`config.mk`:
```
export PLATFORM = sky130hd
export DESIGN_NAME = q_cache_pingpong_ctrl_flat
export DESIGN_NICKNAME = d
export VERILOG_FILES = /design/src/rtl/q_cache_pingpong_ctrl_if.sv /design/src/rtl/q_cache_pingpong_ctrl.sv /design/src/flat_wrapper.sv
export SDC_FILE = /design/constraint.sdc
export NUM_CORES = 1
export LEC_CHECK = 0
export ABC_AREA = 1
export CORE_MARGIN = 5
export CORE_UTILIZATION = 43
export CTS_CLUSTER_DIAMETER = 120
export DETAILED_ROUTE_END_ITERATION = 8
export GPL_ROUTABILITY_DRIVEN = 0
export GPL_TIMING_DRIVEN = 1
export PLACE_DENSITY = 0.82
export SETUP_SLACK_MARGIN = 0.05
export SYNTH_ARGS = -nofsm -noshare
export SYNTH_HDL_FRONTEND = slang
export SYNTH_SLANG_ARGS = --single-unit
```
`constraint.sdc`:
```
create_clock -name clk -period 3 [get_ports clk]
set_clock_uncertainty 0.2 [all_clocks]
set_input_delay 0.6 -clock clk [delete_from_list [all_inputs] [get_ports clk]]
set_output_delay 0.6 -clock clk [all_outputs]
set_load 0.005 [all_outputs]
```
`src/rtl/q_cache_pingpong_ctrl_if.sv`:
```
// Bus bundle between the Q alignment stage, the ping-pong controller and the Q buffer SRAM.
// The master modport is the controller side; slave is the alignment stage / SRAM side.
interface q_cache_pingpong_ctrl_if #(
  parameter int ADDR_W    = 2,
  parameter int DATA_W    = 128,
  parameter int EXP_WIDTH = 8,
  parameter int RPL_W     = 6
);
  logic [RPL_W-1:0]     cfg_replay;
  logic [EXP_WIDTH-1:0] exp_max;
  logic [DATA_W-1:0]    mant_in;
  logic                 mant_in_vld;
  logic                 mant_in_rdy;
  logic                 q_buf_wr_en;
  logic                 q_buf_wr_bank;
  logic [ADDR_W-1:0]    q_buf_wr_addr;
  logic [DATA_W-1:0]    q_buf_wr_data;
  logic [EXP_WIDTH-1:0] q_buf_wr_exp;
  logic                 q_buf_rd_en;
  logic                 q_buf_rd_bank;
  logic [ADDR_W-1:0]    q_buf_rd_addr;
  logic                 q_buf_rd_rdy;
  logic                 q_buf_rd_last;
  logic [1:0]           bank_full;

  modport master (
    input  cfg_replay, exp_max, mant_in, mant_in_vld, q_buf_rd_rdy,
    output mant_in_rdy, q_buf_wr_en, q_buf_wr_bank, q_buf_wr_addr, q_buf_wr_data,
           q_buf_wr_exp, q_buf_rd_en, q_buf_rd_bank, q_buf_rd_addr, q_buf_rd_last,
           bank_full
  );

  modport slave (
    output cfg_replay, exp_max, mant_in, mant_in_vld, q_buf_rd_rdy,
    input  mant_in_rdy, q_buf_wr_en, q_buf_wr_bank, q_buf_wr_addr, q_buf_wr_data,
           q_buf_wr_exp, q_buf_rd_en, q_buf_rd_bank, q_buf_rd_addr, q_buf_rd_last,
           bank_full
  );
endinterface

```
`src/rtl/q_cache_pingpong_ctrl.sv`:
```
// Double-buffered Q cache controller: one bank fills from the alignment stage while the
// other bank is replayed a programmable number of passes.
//
// state      | meaning
// ST_EMPTY   | bank free, writer may start filling it
// ST_FILLING | writes in progress, not readable yet
// ST_FULL    | last write has landed in the SRAM, waiting for first read
// ST_READING | replay passes in progress
module q_cache_pingpong_ctrl #(
  parameter int Q_DEPTH   = 4,
  parameter int ADDR_W    = $clog2(Q_DEPTH),
  parameter int DATA_W    = 128,
  parameter int EXP_WIDTH = 8,
  parameter int RPL_W     = 6
) (
  input  logic                   clk,
  input  logic                   rst_n,
  q_cache_pingpong_ctrl_if.master bus
);
  typedef enum logic [1:0] {
    ST_EMPTY   = 2'd0,
    ST_FILLING = 2'd1,
    ST_FULL    = 2'd2,
    ST_READING = 2'd3
  } bank_st_e;

  localparam logic [ADDR_W-1:0] LAST_ADDR = ADDR_W'(Q_DEPTH - 1);

  bank_st_e             bank_st [2];
  bank_st_e             bank_nx [2];
  logic                 run_q;
  logic                 wr_bank;
  logic                 rd_bank;
  logic [ADDR_W-1:0]    wr_addr;
  logic [ADDR_W-1:0]    rd_addr;
  logic [RPL_W-1:0]     rpl_cnt;
  logic [RPL_W-1:0]     rpl_tgt [2];
  logic [RPL_W-1:0]     cfg_tgt;
  logic [RPL_W-1:0]     rd_tgt_m1;
  logic                 wr_acc;
  logic                 rd_en;
  logic                 rd_acc;
  logic                 rd_wrap;
  logic                 rd_final;
  logic                 wr_en_q;
  logic                 wr_bank_q;
  logic [ADDR_W-1:0]    wr_addr_q;
  logic [DATA_W-1:0]    wr_data_q;
  logic [EXP_WIDTH-1:0] wr_exp_q;

  // run_q keeps every output, including ready, at 0 while reset is applied
  assign bus.mant_in_rdy = run_q & ((bank_st[wr_bank] == ST_EMPTY) ||
                                    (bank_st[wr_bank] == ST_FILLING));
  assign wr_acc    = bus.mant_in_vld & bus.mant_in_rdy;
  assign cfg_tgt   = (bus.cfg_replay == '0) ? RPL_W'(1) : bus.cfg_replay;

  assign rd_en     = (bank_st[rd_bank] == ST_FULL) || (bank_st[rd_bank] == ST_READING);
  assign rd_acc    = rd_en & bus.q_buf_rd_rdy;
  assign rd_wrap   = (rd_addr == LAST_ADDR);
  assign rd_tgt_m1 = rpl_tgt[rd_bank] - RPL_W'(1);
  assign rd_final  = rd_wrap && (rpl_cnt == rd_tgt_m1);

  assign bus.q_buf_wr_en   = wr_en_q;
  assign bus.q_buf_wr_bank = wr_bank_q;
  assign bus.q_buf_wr_addr = wr_addr_q;
  assign bus.q_buf_wr_data = wr_data_q;
  assign bus.q_buf_wr_exp  = wr_exp_q;
  assign bus.q_buf_rd_en   = rd_en;
  assign bus.q_buf_rd_bank = rd_bank;
  assign bus.q_buf_rd_addr = rd_addr;
  assign bus.q_buf_rd_last = rd_en & rd_final;
  assign bus.bank_full     = {(bank_st[1] == ST_FULL) || (bank_st[1] == ST_READING),
                              (bank_st[0] == ST_FULL) || (bank_st[0] == ST_READING)};

  always_ff @(posedge clk or negedge rst_n) begin
    if (!rst_n) begin
      bank_st[0] <= ST_EMPTY;
      bank_st[1] <= ST_EMPTY;
    end else begin
      bank_st[0] <= bank_nx[0];
      bank_st[1] <= bank_nx[1];
    end
  end

  // FULL waits for the registered write of the last entry, so reads never overtake writes
  always_comb begin
    for (int b = 0; b < 2; b++) begin
      bank_nx[b] = bank_st[b];
      case (bank_st[b])
        ST_EMPTY:   if (wr_acc && (wr_bank == b[0])) bank_nx[b] = ST_FILLING;
        ST_FILLING: if (wr_en_q && (wr_bank_q == b[0]) && (wr_addr_q == LAST_ADDR))
                      bank_nx[b] = ST_FULL;
        ST_FULL:    if (rd_acc && (rd_bank == b[0])) bank_nx[b] = ST_READING;
        ST_READING: if (rd_acc && (rd_bank == b[0]) && rd_final) bank_nx[b] = ST_EMPTY;
        default:    bank_nx[b] = ST_EMPTY;
      endcase
    end
  end

  always_ff @(posedge clk or negedge rst_n) begin
    if (!rst_n) begin
      run_q      <= 1'b0;
      wr_bank    <= 1'b0;
      wr_addr    <= '0;
      rpl_tgt[0] <= '0;
      rpl_tgt[1] <= '0;
      wr_en_q    <= 1'b0;
      wr_bank_q  <= 1'b0;
      wr_addr_q  <= '0;
      wr_data_q  <= '0;
      wr_exp_q   <= '0;
    end else begin
      run_q   <= 1'b1;
      wr_en_q <= wr_acc;
      if (wr_acc) begin
        wr_bank_q <= wr_bank;
        wr_addr_q <= wr_addr;
        wr_data_q <= bus.mant_in;
        wr_exp_q  <= bus.exp_max;
        if (wr_addr == LAST_ADDR) begin
          wr_addr          <= '0;
          wr_bank          <= ~wr_bank;
          rpl_tgt[wr_bank] <= cfg_tgt;
        end else begin
          wr_addr <= wr_addr + ADDR_W'(1);
        end
      end
    end
  end

  always_ff @(posedge clk or negedge rst_n) begin
    if (!rst_n) begin
      rd_bank <= 1'b0;
      rd_addr <= '0;
      rpl_cnt <= '0;
    end else if (rd_acc) begin
      if (rd_wrap) begin
        rd_addr <= '0;
        if (rd_final) begin
          rpl_cnt <= '0;
          rd_bank <= ~rd_bank;
        end else begin
          rpl_cnt <= rpl_cnt + RPL_W'(1);
        end
      end else begin
        rd_addr <= rd_addr + ADDR_W'(1);
      end
    end
  end
endmodule

```
`src/flat_wrapper.sv`:
```
// flat-port wrapper written by rule: the top's interface ports become plain ports
module q_cache_pingpong_ctrl_flat 
#(
  parameter int Q_DEPTH   = 4,
  parameter int ADDR_W    = $clog2(Q_DEPTH),
  parameter int DATA_W    = 128,
  parameter int EXP_WIDTH = 8,
  parameter int RPL_W     = 6
)
  (clk, rst_n, bus_cfg_replay, bus_exp_max, bus_mant_in, bus_mant_in_vld, bus_q_buf_rd_rdy, bus_mant_in_rdy, bus_q_buf_wr_en, bus_q_buf_wr_bank, bus_q_buf_wr_addr, bus_q_buf_wr_data, bus_q_buf_wr_exp, bus_q_buf_rd_en, bus_q_buf_rd_bank, bus_q_buf_rd_addr, bus_q_buf_rd_last, bus_bank_full);
  q_cache_pingpong_ctrl_if #(.ADDR_W(ADDR_W), .DATA_W(DATA_W), .EXP_WIDTH(EXP_WIDTH), .RPL_W(RPL_W)) bus_i ();
  input  logic clk;
  input  logic rst_n;
  input wire logic [$bits(bus_i.cfg_replay)-1:0] bus_cfg_replay;
  input wire logic [$bits(bus_i.exp_max)-1:0] bus_exp_max;
  input wire logic [$bits(bus_i.mant_in)-1:0] bus_mant_in;
  input wire logic [$bits(bus_i.mant_in_vld)-1:0] bus_mant_in_vld;
  input wire logic [$bits(bus_i.q_buf_rd_rdy)-1:0] bus_q_buf_rd_rdy;
  output wire logic [$bits(bus_i.mant_in_rdy)-1:0] bus_mant_in_rdy;
  output wire logic [$bits(bus_i.q_buf_wr_en)-1:0] bus_q_buf_wr_en;
  output wire logic [$bits(bus_i.q_buf_wr_bank)-1:0] bus_q_buf_wr_bank;
  output wire logic [$bits(bus_i.q_buf_wr_addr)-1:0] bus_q_buf_wr_addr;
  output wire logic [$bits(bus_i.q_buf_wr_data)-1:0] bus_q_buf_wr_data;
  output wire logic [$bits(bus_i.q_buf_wr_exp)-1:0] bus_q_buf_wr_exp;
  output wire logic [$bits(bus_i.q_buf_rd_en)-1:0] bus_q_buf_rd_en;
  output wire logic [$bits(bus_i.q_buf_rd_bank)-1:0] bus_q_buf_rd_bank;
  output wire logic [$bits(bus_i.q_buf_rd_addr)-1:0] bus_q_buf_rd_addr;
  output wire logic [$bits(bus_i.q_buf_rd_last)-1:0] bus_q_buf_rd_last;
  output wire logic [$bits(bus_i.bank_full)-1:0] bus_bank_full;
  assign bus_i.cfg_replay = bus_cfg_replay;
  assign bus_i.exp_max = bus_exp_max;
  assign bus_i.mant_in = bus_mant_in;
  assign bus_i.mant_in_vld = bus_mant_in_vld;
  assign bus_i.q_buf_rd_rdy = bus_q_buf_rd_rdy;
  assign bus_mant_in_rdy = bus_i.mant_in_rdy;
  assign bus_q_buf_wr_en = bus_i.q_buf_wr_en;
  assign bus_q_buf_wr_bank = bus_i.q_buf_wr_bank;
  assign bus_q_buf_wr_addr = bus_i.q_buf_wr_addr;
  assign bus_q_buf_wr_data = bus_i.q_buf_wr_data;
  assign bus_q_buf_wr_exp = bus_i.q_buf_wr_exp;
  assign bus_q_buf_rd_en = bus_i.q_buf_rd_en;
  assign bus_q_buf_rd_bank = bus_i.q_buf_rd_bank;
  assign bus_q_buf_rd_addr = bus_i.q_buf_rd_addr;
  assign bus_q_buf_rd_last = bus_i.q_buf_rd_last;
  assign bus_bank_full = bus_i.bank_full;
  q_cache_pingpong_ctrl #(.Q_DEPTH(Q_DEPTH), .ADDR_W(ADDR_W), .DATA_W(DATA_W), .EXP_WIDTH(EXP_WIDTH), .RPL_W(RPL_W)) u_core (.clk(clk), .rst_n(rst_n), .bus(bus_i));
endmodule
```
==> results.py, run 1 <==
metrics = {
    "synth": {
        "synth-edff-count": 0,
        "syn_nets": 996,
        "synth.mux.area_fraction_pct": 0,
        "synthTopCellsByArea": "sky130_fd_sc_hd__dfrtp_1 (60%), sky130_fd_sc_hd__nand2_1 (26%), sky130_fd_sc_hd__ha_1 (2.3%), sky130_fd_sc_hd__inv_1 (1.9%), sky130_fd_sc_hd__o21ai_0 (1.8%)",
        "area_share_of_xor_xnor_cells_in_the_synthesized_design_pct": 0.357,
        "syn_area_um2": 7020,
        "post_synth_and_or_nand_nor_area_fraction_pct": 30.2,
        "synth_cell_types": 26,
        "yosys_most_used_dff": "sky130_fd_sc_hd__dfrtp_1",
        "yosysSeqAreaShare_pct": 60.2,
        "synth-seq-cells": 169,
        "synthesis.instances": 837,
        "synth_compound_area_share_pct": 2.51,
        "synth_adder_area_share_pct": 2.32,
        "synth_top_family_by_area": "simple AND/OR/NAND/NOR gates",
        "yosys.cell_count.top_type": "sky130_fd_sc_hd__nand2_1",
        "netlist.top_cell.by_area": "sky130_fd_sc_hd__dfrtp_1",
        "synth.yosys.warnings": 0,
        "synth_top_area_share_pct": 60.2,
        "netlist_top_cells_count": "sky130_fd_sc_hd__nand2_1 (493), sky130_fd_sc_hd__dfrtp_1 (169), sky130_fd_sc_hd__inv_1 (36)",
        "synth.avg_cell_area_um2": 8.39,
        "share_of_synthesized_registers_carrying_an_async_set_or_reset_pct": 100,
    },
    "drt": {
        "num_vias": 6390,
        "drtIter0Drc": 296,
        "drt-pass1-iter-count": 6,
        "postRouteAntennaNets": 0,
        "postRouteWirelength_um": 20900,
        "route.detailed.drc": 0,
        "avgRoutedWirePerCell_um": 15.3,
        "via_to_cell_ratio": 4.68,
    },
    "placed_design": {
        "numPortBuffers": 293,
        "dpl.hpwl_um": 15200,
        "preCtsSetupSlack_ns": 0.0233,
    },
    "clock_tree": {
        "tritoncts_clock_tree": "built",
        "cts.clk_slew.worst_paths_ns": 0.07,
        "ctsLongestPathBuffers": 2,
        "number_of_sinks_on_the_clock_net": 169,
        "clk-insertion-delay-late_ns": 0.42,
        "cts_root_buffer": "sky130_fd_sc_hd__clkbuf_16",
        "htreeDepth": 4,
        "tritoncts.num_buffers": 17,
    },
    "worst_setup_path": {
        "worst_setup_path_startpoint": "u_core.bus.q_buf_rd_bank",
        "timing.critical_path.max_delay_family": "simple AND/OR/NAND/NOR gates",
        "rr_worst_depth": 23,
        "worst_ep_arrival_time_ns": 2.19,
        "critPathMaxFanout": 4,
        "most_frequent_cell_on_the_critical_path": "sky130_fd_sc_hd__nand2_2",
        "timing.critical_path.cells": "inv_2 > nand2_2 > nand2_2 > inv_2 > ha_4 > nand2_2 > nand2_1 > nor2_1 > nand3_1 > nor2_2 > nand2_2 > nor2_4 > nand2_2 > nor2_1 > buf_2",
        "timing.critical_path.slowest_cell_delay_ns": 0.41,
        "cp.depth": 15,
        "endpoint_required_time_on_the_critical_path_ns": 2.20,
        "cp.buffers_inverters": 3,
        "critical_path.reg2reg.startpoint": "u_core.bus.q_buf_rd_bank",
        "cp-endpoint": "bus_q_buf_rd_last",
        "r2r_slack_ns": 0.30,
        "setup.worst_path.end_class": "primary output",
        "worst_path_slowest_cell": "sky130_fd_sc_hd__dfrtp_1",
        "critical_path.reg2reg.endpoint": "u_core.bank_st[3]",
        "crit_path_kind": "flip-flop to primary output",
        "timing.critical_path.from_type": "flip-flop",
    },
    "global_route": {
        "pin_count_of_the_biggest_net_entering_global_routing": 89,
        "grt-ovfl-total": 0,
        "antenna_found_initial": 0,
        "all_layer_global_routing_usage_pct": 22.1,
        "grt_first_pass_wirelength_um": 32600,
        "vias_in_the_first_global_route": 6510,
    },
    "power": {
        "leakage_nw": 5.45,
        "vdd_drop_max_v": 0.000566,
        "power-per-cell-area_nw_per_um2": 1040,
    },
    "sta": {
        "finalWorstPathRequiredPeriod_ns": 2.99,
        "report.final.slew_viol_count": 0,
        "final.period_utilization_pct": 99.6,
        "max_freq_ghz": 0.335,
        "final.setup.worst_slack_ns": 0.0115,
        "hold_violations": 0,
        "unrepaired_setup_endpoints_after_global_routing": "true",
        "timing_worst_slew_pin_value_ns": 0.911,
        "setup_viol": 0,
        "maxSlewHeadroom_pct": 39.2,
        "timing.setup.tns_ns": 0,
    },
    "floorplanning": {
        "initial_utilization_pct": 44.0,
        "fp-row-count": 46,
        "chipHeight_um": 138,
        "core_area_um2": 15900,
        "io_pins": 294,
        "die_area_um2": 19000,
        "dieWidth_um": 138,
    },
    "run_status": {
        "run_status": "complete, no violations",
    },
    "final_layout": {
        "n_antenna_cell": 0,
        "share_of_layout_cells_above_drive_strength_1_pct": 7.13,
        "final_nets": 1297,
        "area_growth_pct": 55.5,
    },
    "hold_path": {
        "hp-class": "flip-flop to flip-flop",
    },
    "run": {
        "max_cap_violations": 0,
    },
}
[logic make-up after synthesis]
kind of cell             after synthesis
AO/OA/AOI/OAI                         34
XOR/XNOR                               2
adder cells (fa/ha/maj)               13
buffers and inverters                 73
flip-flops                           169
other                                  1
AND/OR/NAND/NOR                      545
[cell type report]
cell class              count  area [µm²]
inverters                  39         149
clock buffers              21         450
fillers                  1204        5020
clock inverters            10         145
repair buffers            316        3130
well taps                 216         270
multi-input cells         595        2540
flip-flops and latches    169        4230
[worst min-delay path by stage]
stage	start	end	depth (start not counted)
after floorplan	rst_n	u_core.bank_st[0]	0
after global placement	u_core.bus.q_buf_wr_data[40]	u_core.bus.q_buf_wr_data[40]	2
after detailed placement	u_core.bus.q_buf_wr_data[64]	u_core.bus.q_buf_wr_data[64]	2
after CTS	u_core.bus.q_buf_wr_data[64]	u_core.bus.q_buf_wr_data[64]	2
after global routing	u_core.bus.q_buf_wr_exp[0]	u_core.bus.q_buf_wr_exp[0]	2
final	u_core.bus.q_buf_wr_data[96]	u_core.bus.q_buf_wr_data[96]	2
[cell usage in the layout (no fill, tap or decap), types with 2 or more instances in the layout]
cell type and n:
sky130_fd_sc_hd__o21ai_1 2, sky130_fd_sc_hd__nand2_2 13, sky130_fd_sc_hd__nor2_1 12, sky130_fd_sc_hd__clkinv_4 3
sky130_fd_sc_hd__buf_4 19, sky130_fd_sc_hd__nand2_1 485, sky130_fd_sc_hd__nand3_1 21, sky130_fd_sc_hd__clkinvlp_4 2
sky130_fd_sc_hd__buf_6 2, sky130_fd_sc_hd__clkbuf_16 17, sky130_fd_sc_hd__nor3_1 2, sky130_fd_sc_hd__inv_1 36
sky130_fd_sc_hd__o21ai_0 25, sky130_fd_sc_hd__inv_2 2, sky130_fd_sc_hd__ha_1 12, sky130_fd_sc_hd__nor2_4 2
sky130_fd_sc_hd__a21oi_1 5, sky130_fd_sc_hd__bufinv_16 3, sky130_fd_sc_hd__buf_12 2, sky130_fd_sc_hd__clkbuf_1 3
sky130_fd_sc_hd__dfrtp_1 169, sky130_fd_sc_hd__clkdlybuf4s50_1 291, sky130_fd_sc_hd__or2_2 4, sky130_fd_sc_hd__nor2_2 2
sky130_fd_sc_hd__nand3_2 2
[report_power, final]
group          switching (mW)  internal (mW)
Clock                   0.887           1.33
Combinational            2.24           2.78
Sequential              0.706           3.42
[worst register-to-register path, delay by kind of cell, from the launching register on]
kind / cells / cell delay (ns)
simple gates: 14 / 1.07
flops: 1 / 0.41
fa+ha+maj: 1 / 0.22
buf+inv: 8 / 0.70
[flip-flops by register name (all words and copies together), names as in the netlist]
signal	cells
u_core.bank_st	4
u_core.bus.q_buf_wr_addr	2
u_core.wr_bank	1
u_core.bus.q_buf_rd_addr	2
u_core.rpl_tgt	12
u_core.bus.q_buf_wr_en	1
u_core.bus.q_buf_wr_data	128
u_core.run_q	1
u_core.bus.q_buf_rd_bank	1
u_core.rpl_cnt	6
u_core.bus.q_buf_wr_exp	8
u_core.bus.q_buf_wr_bank	1
u_core.wr_addr	2
[through the flow]
step / hold WS, ns / utilization [%] / std cells / area (µm²) / power, mW
2_1_floorplan: 0.104 / - / 837 / 7020 / 6.03
5_1_grt: 0.298 / 68.5 / 1366 / 10900 / 12.2
6_report: 0.275 / 68.5 / 1366 / 10900 / 11.4
3_3_place_gp: 0.261 / 64.0 / 1326 / 10200 / 8.86
4_1_cts: 0.281 / 68.3 / 1367 / 10900 / 11.4
3_5_place_dp: 0.264 / 64.0 / 1326 / 10200 / 9.02
[per-layer routing]
layer  track usage [%]  vias up  part of all wire [%]
met1              24.5     2971                    37
met5                 0        -                     0
li1                  -     3140                     -
met4              8.07        0                   2.6
met2              38.1      241                    51
met3              9.13       38                   9.8
[timing repair]
| action | 4_1_cts | 5_1_grt |
|---|---|---|
| setup endpoints to repair | 1 | 8 |
| hold endpoints to repair | 56 | 0 |
| hold buffers | 1 | 0 |
| buffers inserted | 9 | 4 |
| pin swaps | 2 | 9 |
| resized for setup | 7 | 10 |
No activity file was read; power rests on OpenSTA's default activity.
==> run 2: changes to the inputs <==
--- a/config.mk
+++ b/config.mk
@@ -17,3 +17,4 @@
 export SYNTH_ARGS = -nofsm -noshare
 export SYNTH_HDL_FRONTEND = slang
 export SYNTH_SLANG_ARGS = --single-unit
+export TNS_END_PERCENT = 10
==> run 2 against run 1 <==
Against the previous run:
- the run now ends with negative setup slack left
- core utilization grew 0.12 points
- flip-flop and latch count unchanged
- highest routed layer unchanged
- sequential share of layout area down 0.066 points
- clock-buffer cell count unchanged
- global-route usage is the same
- non-clock buffer count increased by 2
- total power is 0.21% higher
- critical path type unchanged
==> results.py, run 2 (synthesis results as in run 1) <==
metrics = {
    "clock_tree": {
        "cts_root_buffer": "sky130_fd_sc_hd__clkbuf_16",
        "ctsLongestPathBuffers": 2,
        "tritoncts_clock_tree": "built",
        "htreeDepth": 4,
        "clk-insertion-delay-late_ns": 0.42,
        "cts.clk_slew.worst_paths_ns": 0.07,
        "number_of_sinks_on_the_clock_net": 169,
        "tritoncts.num_buffers": 17,
    },
    "final_layout": {
        "multiInputGateArea_um2": 2540,
        "mostFrequentLayoutCell": "sky130_fd_sc_hd__nand2_1",
        "layout_common_cells": "sky130_fd_sc_hd__nand2_1 (485), sky130_fd_sc_hd__clkdlybuf4s50_1 (291), sky130_fd_sc_hd__dfrtp_1 (169), sky130_fd_sc_hd__inv_1 (36), sky130_fd_sc_hd__o21ai_0 (25)",
        "n_antenna_cell": 0,
        "nFillCells": 1200,
        "final_nets": 1299,
        "largest_register_ff_count": 128,
        "final_cell_area_um2": 10900,
        "area_growth_pct": 55.8,
        "seqCellArea_um2": 4230,
        "share_of_layout_cells_above_drive_strength_1_pct": 7.29,
    },
    "floorplanning": {
        "initial_utilization_pct": 44.0,
        "die_area_um2": 19000,
        "dieWidth_um": 138,
        "io_pins": 294,
        "core_area_um2": 15900,
        "fp-row-count": 46,
        "chipHeight_um": 138,
    },
    "drt": {
        "postRouteAntennaNets": 0,
        "avgRoutedWirePerCell_um": 15.4,
        "drtIter0Drc": 320,
        "route.detailed.drc": 0,
        "drt-pass1-iter-count": 6,
        "postRouteWirelength_um": 21100,
        "num_vias": 6395,
        "via_to_cell_ratio": 4.67,
    },
    "global_route": {
        "vias_in_the_first_global_route": 6510,
        "grt-ovfl-total": 0,
        "grt_first_pass_wirelength_um": 32600,
        "all_layer_global_routing_usage_pct": 22.1,
        "pin_count_of_the_biggest_net_entering_global_routing": 89,
        "antenna_found_initial": 0,
    },
    "worst_setup_path": {
        "timing.critical_path.max_delay_family": "simple AND/OR/NAND/NOR gates",
        "setup.worst_path.end_class": "primary output",
        "timing.critical_path.cells": "inv_2 > nand2_2 > nand2_2 > inv_2 > ha_4 > nand2_2 > nand2_1 > nor2_1 > nand3_1 > nor2_2 > nand2_2 > nor2_4 > nand2_2 > nor2_1 > buf_2",
        "crit_path_kind": "flip-flop to primary output",
        "critical_path.reg2reg.startpoint": "u_core.bus.q_buf_rd_bank",
        "r2r_slack_ns": 0.09,
        "cp.buffers_inverters": 3,
        "timing.critical_path.from_type": "flip-flop",
        "worst_setup_path_startpoint": "u_core.bus.q_buf_rd_bank",
        "rr_worst_depth": 25,
        "worst_ep_arrival_time_ns": 2.23,
        "endpoint_required_time_on_the_critical_path_ns": 2.20,
        "timing.critical_path.slowest_cell_delay_ns": 0.42,
        "most_frequent_cell_on_the_critical_path": "sky130_fd_sc_hd__nand2_2",
        "critPathMaxFanout": 4,
        "worst_path_slowest_cell": "sky130_fd_sc_hd__dfrtp_1",
        "critical_path.reg2reg.endpoint": "u_core.bank_st[3]",
    },
    "power": {
        "vdd_drop_max_v": 0.000566,
        "power-per-cell-area_nw_per_um2": 1040,
        "leakage_nw": 5.46,
    },
    "sta": {
        "max_freq_ghz": 0.330,
        "timing_worst_slew_pin_value_ns": 0.911,
        "hold_violations": 0,
        "finalWorstPathRequiredPeriod_ns": 3.03,
        "maxSlewHeadroom_pct": 39.3,
        "final.period_utilization_pct": 101,
        "final.setup.worst_slack_ns": -0.0340,
        "report.final.slew_viol_count": 0,
        "unrepaired_setup_endpoints_after_global_routing": "true",
        "setup_viol": 1,
    },
    "hold_path": {
        "hp-class": "flip-flop to flip-flop",
        "worst_hold_path.num_cells": 2,
        "timing.hold.worst_endpoint": "u_core.bus.q_buf_wr_data[96]",
        "min_from": "u_core.bus.q_buf_wr_data[96]",
    },
    "run_status": {
        "violations": "negative setup slack",
        "run_status": "complete, but fails checks",
    },
    "placed_design": {
        "dpl.hpwl_um": 15200,
        "numPortBuffers": 293,
        "dpl-instance-area_um2": 10200,
        "preCtsSetupSlack_ns": 0.0233,
    },
    "run": {
        "max_cap_violations": 0,
    },
}
run 2: changes by cell type in the layout (fill, tap and decap cells not counted):
cell	previous run	this run
sky130_fd_sc_hd__buf_4	19	20
sky130_fd_sc_hd__buf_6	2	3
run 2: stage by stage:
stage / std cells / utilization [%] / power (mW) / hold WS [ns] / TNS (ns)
after global routing: 1368 / 68.6 / 12.2 / 0.298 / -0.471
after detailed placement: 1326 / 64.0 / 9.02 / 0.264 / 0
after global placement: 1326 / 64.0 / 8.86 / 0.261 / 0
after floorplan: 837 / - / 6.03 / 0.104 / 0
final: 1368 / 68.6 / 11.4 / 0.275 / -0.0340
after CTS: 1367 / 68.3 / 11.4 / 0.281 / 0
run 2: worst min-delay path, cell delays in order, from the launching register on:
cell and delay [ns]:
sky130_fd_sc_hd__dfrtp_1 0.34, sky130_fd_sc_hd__nand2_1 0.05, sky130_fd_sc_hd__nand2_1 0.05
run 2: per-layer routing:
| layer | up-vias | share of wire, % | wire length (µm) | track usage [%] |
|---|---|---|---|---|
| met4 | 0 | 2.6 | 540 | 8.07 |
| met5 | - | 0 | 0 | 0 |
| met3 | 40 | 9.7 | 2050 | 9.13 |
| li1 | 3141 | - | - | - |
| met2 | 237 | 51 | 10600 | 38.1 |
| met1 | 2977 | 37 | 7840 | 24.5 |
run 2: how the worst max path moves through the flow:
stage / end / slack (ns) / cells after the start
5_1_grt: bus_q_buf_rd_last / -0.16 / 15
4_1_cts: bus_q_buf_rd_last / 0.02 / 15
2_1_floorplan: bus_q_buf_rd_last / 0.47 / 14
3_5_place_dp: bus_q_buf_rd_last / 0.02 / 15
3_3_place_gp: bus_q_buf_rd_last / 0.07 / 15
6_report: bus_q_buf_rd_last / -0.03 / 15
run 2: where the power goes:
part           internal [mW]  total, mW  switching, mW
combinational           2.79       5.04           2.25
sequential              3.42       4.13          0.706
clock                   1.33       2.22          0.890
total                   7.54       11.4           3.85
run 2: layout make-up:
cell class              count  area share (%)
inverters                  39            1.36
repair buffers            318            28.8
clock buffers              21            4.12
clock inverters            10            1.33
multi-input cells         595            23.2
well taps                 216            2.47
flip-flops and latches    169            38.7
run 2: repair_timing:
action | 4_1_cts | 5_1_grt
hold buffers | 1 | 0
gates resized for setup | 7 | 11
endpoints found under the hold margin | 56 | 0
buffers inserted | 9 | 4
endpoints found under the setup margin | 1 | 8
pin swaps | 2 | 9
